==> src/rtl/branch_ctrl.sv <==
// ============================================================================
// branch_ctrl: control-flow resolver feeding fetch_unit redirects, run control,
// ALU flag register and runaway watchdog. Optional macro: BRANCH_CTRL_FLAG_BYPASS_EN
// Rev 1.0
// ============================================================================
`default_nettype none

module branch_ctrl #(
  parameter int                WDOG_W     = 16,
  parameter logic [WDOG_W-1:0] WDOG_LIMIT = '1
) (
  input  logic       clk,
  input  logic       reset,
  input  logic       start,
  input  logic       is_branch,
  input  logic       is_jump,
  input  logic       is_halt,
  input  logic [1:0] br_cond,
  input  logic [3:0] imm_field,
  input  logic [5:0] tgt_field,
  input  logic       flag_we,
  input  logic       alu_z,
  input  logic       alu_n,
  output logic       branch_taken,
  output logic       jump_taken,
  output logic [3:0] branch_imm,
  output logic [5:0] jump_target,
  output logic       done,
  output logic       timeout
);

  typedef enum logic [1:0] {
    IDLE = 2'd0,
    RUN  = 2'd1,
    DONE = 2'd2
  } state_t;

  state_t              state_q, state_d;
  logic                z_q, z_d;
  logic                n_q, n_d;
  logic [WDOG_W-1:0]   wdog_q, wdog_d;
  logic                done_q, done_d;
  logic                timeout_q, timeout_d;

  logic                z_eff;
  logic                n_eff;
  logic                cond_true;
  logic                redirect_ok;

`ifdef BRANCH_CTRL_FLAG_BYPASS_EN
  // Compare-and-branch: a flag write in the branch's own cycle is seen directly.
  assign z_eff = flag_we ? alu_z : z_q;
  assign n_eff = flag_we ? alu_n : n_q;
`else
  assign z_eff = z_q;
  assign n_eff = n_q;
`endif

  always_comb begin
    cond_true = 1'b0;
    case (br_cond)
      2'b00:   cond_true = 1'b1;
      2'b01:   cond_true = z_eff;
      2'b10:   cond_true = ~z_eff;
      default: cond_true = n_eff;
    endcase
  end

  // Halt suppresses any redirect issued alongside it.
  assign redirect_ok  = (state_q == RUN) && !is_halt;
  assign jump_taken   = redirect_ok && is_jump;
  assign branch_taken = redirect_ok && is_branch && !is_jump && cond_true;
  assign branch_imm   = imm_field;
  assign jump_target  = tgt_field;
  assign done         = done_q;
  assign timeout      = timeout_q;

  always_comb begin
    state_d   = state_q;
    z_d       = z_q;
    n_d       = n_q;
    wdog_d    = '0;
    done_d    = done_q;
    timeout_d = timeout_q;
    case (state_q)
      IDLE: begin
        z_d       = 1'b0;
        n_d       = 1'b0;
        done_d    = 1'b0;
        timeout_d = 1'b0;
        if (!start) state_d = RUN;
      end
      RUN: begin
        if (start) begin
          state_d = IDLE;
          z_d     = 1'b0;
          n_d     = 1'b0;
        end else begin
          if (flag_we) begin
            z_d = alu_z;
            n_d = alu_n;
          end
          // Halt takes priority over a watchdog expiry in the same cycle.
          if (is_halt) begin
            state_d = DONE;
            done_d  = 1'b1;
          end else if (wdog_q == WDOG_LIMIT) begin
            state_d   = DONE;
            done_d    = 1'b1;
            timeout_d = 1'b1;
            wdog_d    = wdog_q;
          end else begin
            wdog_d = wdog_q + {{(WDOG_W-1){1'b0}}, 1'b1};
          end
        end
      end
      DONE: begin
        if (start) begin
          state_d   = IDLE;
          done_d    = 1'b0;
          timeout_d = 1'b0;
        end
      end
      default: state_d = IDLE;
    endcase
  end

  always_ff @(posedge clk or negedge reset) begin
    if (!reset) begin
      state_q   <= IDLE;
      z_q       <= 1'b0;
      n_q       <= 1'b0;
      wdog_q    <= '0;
      done_q    <= 1'b0;
      timeout_q <= 1'b0;
    end else begin
      state_q   <= state_d;
      z_q       <= z_d;
      n_q       <= n_d;
      wdog_q    <= wdog_d;
      done_q    <= done_d;
      timeout_q <= timeout_d;
    end
  end

endmodule

`default_nettype wire

==> config.mk <==
export PLATFORM = sky130hd
export DESIGN_NAME = branch_ctrl
export DESIGN_NICKNAME = d
export VERILOG_FILES = /design/src/rtl/branch_ctrl.sv
export SDC_FILE = /design/constraint.sdc
export NUM_CORES = 1
export LEC_CHECK = 0
export BUFFER_PORTS_ARGS = -buffer_cell sky130_fd_sc_hd__buf_4
export CORE_UTILIZATION = 55
export DETAILED_ROUTE_END_ITERATION = 10
export PLACE_DENSITY = 0.86
export SETUP_SLACK_MARGIN = 0.4
export SLEW_MARGIN = 15
export SYNTH_ARGS = -nofsm -noshare
export SYNTH_HDL_FRONTEND = slang
export SYNTH_SLANG_ARGS = --single-unit
==> constraint.sdc <==
create_clock -name clk -period 2.6 [get_ports clk]
set_input_delay 0.13 -clock clk [delete_from_list [all_inputs] [get_ports clk]]
set_output_delay 0.13 -clock clk [all_outputs]
set_load 0.005 [all_outputs]
==> qor.yml <==
yosys:
  muxShareOfSynthArea_pct: 0.802
  async_flop_share_pct: 100
  ys.flop_type: "dfrtp_1"
  synthSimpleGateAreaFrac_pct: 26.6
  synth_edf_count: 0
  synthAdderAreaFrac_pct: 1.00
  netlist_instances: 131
  syn_area_mm2: 0.00125
  syn_nets: 153
  synthesis.yosys.warnings: 0
  ys_top_cells_by_count: "22 x dfrtp_1, 15 x o21ai_0, 12 x a21oi_1"
  synth_top_family_by_area: "simple AND/OR/NAND/NOR gates"
  netlist_top_cells_area: "dfrtp_1 44%, buf_4 6.0%, o21ai_0 6.0%, a21oi_1 4.8%, nand2_1 2.7%"
  yosysMostFrequentCell: "dfrtp_1"
  ys_seq_area_share_pct: 44.1
  synth_xor_area_share_pct: 3.51
  synth_compound_area_share_pct: 16.1
  yosysTopAreaCell: "dfrtp_1"
  synth_seq_cells: 22
  syn_area_per_cell_um2: 9.52
  synthDistinctLibCells: 38
  synth_top_area_share_pct: 44.1
setup_path:
  required_ps: 2830
  crit_fanout: 7
  crit_path_end: "wdog_q[5]$_DFFE_PN0P_"
  path_class: "flop to flop"
  timing.critical_path.arrival_ps: 2140
  worstReg2RegEnd: "wdog_q[5]$_DFFE_PN0P_"
  endpoint_kind: "flop"
  crit_path_start_kind: "flop"
  startpoint: "wdog_q[0]$_DFFE_PN0P_"
  rr_startpoint: "wdog_q[0]$_DFFE_PN0P_"
  rrSetupSlack_ps: 690
  ff2ff_path_depth: 5
clock_network:
  cts_buffers: 3
  htreeDepth: 1
  cts-resized-gates: 0
  ctsLongestPathBuffers: 2
  clk_latency_ps: 300
  clk_pin_slew_worst_paths_ps: 120
  clockRootBuffer: "clkbuf_4"
  cts.sinks: 22
  cts_tree: "built"
  cts_setup_buffers: 0
place:
  place_area_mm2: 0.00129
  gp_congestion: 0.736
  post-dp-hpwl_mm: 1.80
  port_buffers: 14
sta:
  tns_ps: 0
  period_share_pct: 73.4
  tightestPinTransition_ps: 714
  finalCriticalPeriod_ps: 1910
  maxSlewViolCount: 0
  hold_ws_ps: 34.3
  skew_ps: 1.94
  fmax_mhz: 524
  slew_headroom_pct: 52.0
  finalHoldViolCount: 0
  setup_viol: 0
  rsz0062_at_grt: "no"
pwr:
  swShare_pct: 20.2
  p_comb_share_pct: 7.0
  power.leakage_nw: 0.554
  p_per_area_mw_per_mm2: 487
  finalPower_mw: 0.661
  peakVddDrop_uv: 357
  clockPowerShare_pct: 39.2
  p_seq_share_pct: 53.8
  p_int_mw: 0.527
  net-switching-power_mw: 0.133
floorplan:
  top_level_ports: 35
  die_x_um: 49.6
  start_util_pct: 61.1
  dieArea_mm2: 0.00246
  dieHeight_um: 49.6
  rows: 16
  core_area_mm2: 0.00204
global_route:
  grt_use_total_pct: 22.6
  grt_pass1_wl_mm: 4.35
  antenna_found_initial: 0
  grt_pass1_vias: 1009
  grt_max_degree: 23
  overflow: 0
finish:
  fillers: 165
  multi_input_area_um2: 599
  drive_gt1_share_pct: 16.8
  syn2layout_area_growth_pct: 8.63
  register_area_um2: 551
  antenna_cells: 0
  fin_nets: 160
  stdcell_area_mm2: 0.00136
outcome:
  status: "finished, final reports clean"
worst_hold_path:
  hp-class: "primary input to flop"
  worstHoldStart: "start"
detailed_routing:
  vias_per_cell: 6.01
  wl_per_cell_um: 14.9
  dr.pass1.iters: 4
  vias: 986
  totalWireLength_mm: 2.45
  route.detailed.drc: 0
  drt_iter0_drc: 6
  antenna_left: 0
job:
  maxCapViolCount: 0
[layer usage]
metal / up-vias / global-route usage (%) / share of wire (%)
met5: - / 0 / 0
met4: 0 / 8.10 / 1.1
met3: 8 / 2.78 / 4.3
met2: 21 / 41.9 / 53
met1: 469 / 26.4 / 41
li1: 488 / - / -
[stage by stage]
| step | setup slack, ps | utilization (%) | cells |
|---|---|---|---|
| 3_3_place_gp | 845 | 63.3 | 159 |
| 5_1_grt | 607 | 66.4 | 164 |
| 6_report | 691 | 66.4 | 164 |
| 3_5_place_dp | 767 | 63.3 | 159 |
| 4_1_cts | 731 | 66.4 | 164 |
| 2_1_floorplan | 1010 | - | 131 |
[cell families (layout without fill, tap and decap cells)]
logic type | after synthesis | after routing
muxes | 1 | 1
and+or+nand+nor | 53 | 53
AOI/OAI and AO/OA | 35 | 35
DFF | 22 | 22
adders and majority gates | 1 | 1
xor gates and xnor gates | 5 | 5
buffers and inverters | 14 | 20
[worst min-delay path by stage]
stage,to,cells past startpoint,slack [ps]
2_1_floorplan,done$_DFFE_PN0P_,0,-170
3_3_place_gp,z_eff$_DFFE_PN0P_,1,30
3_5_place_dp,z_eff$_DFFE_PN0P_,1,30
4_1_cts,state_q[1]$_DFFE_PN0P_,2,30
5_1_grt,state_q[1]$_DFFE_PN0P_,2,60
6_report,state_q[1]$_DFFE_PN0P_,2,30
[what timing repair did]
item                                    CTS  global route
hold endpoints to repair                 22             0
hold buffers                              1             0
endpoints found under the setup margin    0             0
[sequential cells by signal, summed over array words and instances (netlist names)]
signal,flops
wdog_q,16
state_q,2
done,1
n_eff,1
timeout,1
z_eff,1
[power by group through the flow]
| stage | logic [mW] | registers, mW | clock network, mW |
|---|---|---|---|
| after floorplan | 0.0308 | 0.360 | 0 |
| after global placement | 0.0434 | 0.361 | 0 |
| after detailed placement | 0.0459 | 0.362 | 0 |
| after CTS | 0.0473 | 0.355 | 0.265 |
| after global routing | 0.0527 | 0.356 | 0.274 |
| final | 0.0464 | 0.355 | 0.259 |
[placed cells by master (no fill, tap or decap), types with 2 or more instances in the layout]
cell | Yosys | layout
dfrtp_1 | 22 | 22
o21ai_0 | 15 | 15
buf_4 | 10 | 14
a21oi_1 | 12 | 12
nand2_1 | 9 | 9
nor2_1 | 6 | 6
or3_1 | 5 | 5
nor2b_1 | 5 | 5
nand4_1 | 4 | 4
a31oi_1 | 3 | 3
nand3_1 | 3 | 3
xnor2_1 | 3 | 3
clkbuf_4 | 0 | 3
and2_1 | 2 | 2
and4_1 | 2 | 2
and3_1 | 2 | 2
xor2_1 | 2 | 2
nand2b_1 | 2 | 2
nor4_1 | 2 | 2
nor3_1 | 2 | 2
[layout make-up]
type | count | area share (%)
Timing Repair Buffer | 15 | 8.49
Inverter | 1 | 0.277
Clock buffer | 3 | 1.66
Clock inverter | 1 | 2.22
Tap cell | 27 | 2.49
Sequential cell | 22 | 40.6
Multi-Input combinational cell | 95 | 44.2
[worst max-delay path: stages (launching register included)]
cell and delay (ps):
dfrtp_1 430, ha_1 200, nand3_1 220, nor4_1 600, o21ai_0 220, a21oi_1 160
Power figures use the tool's default switching activity.
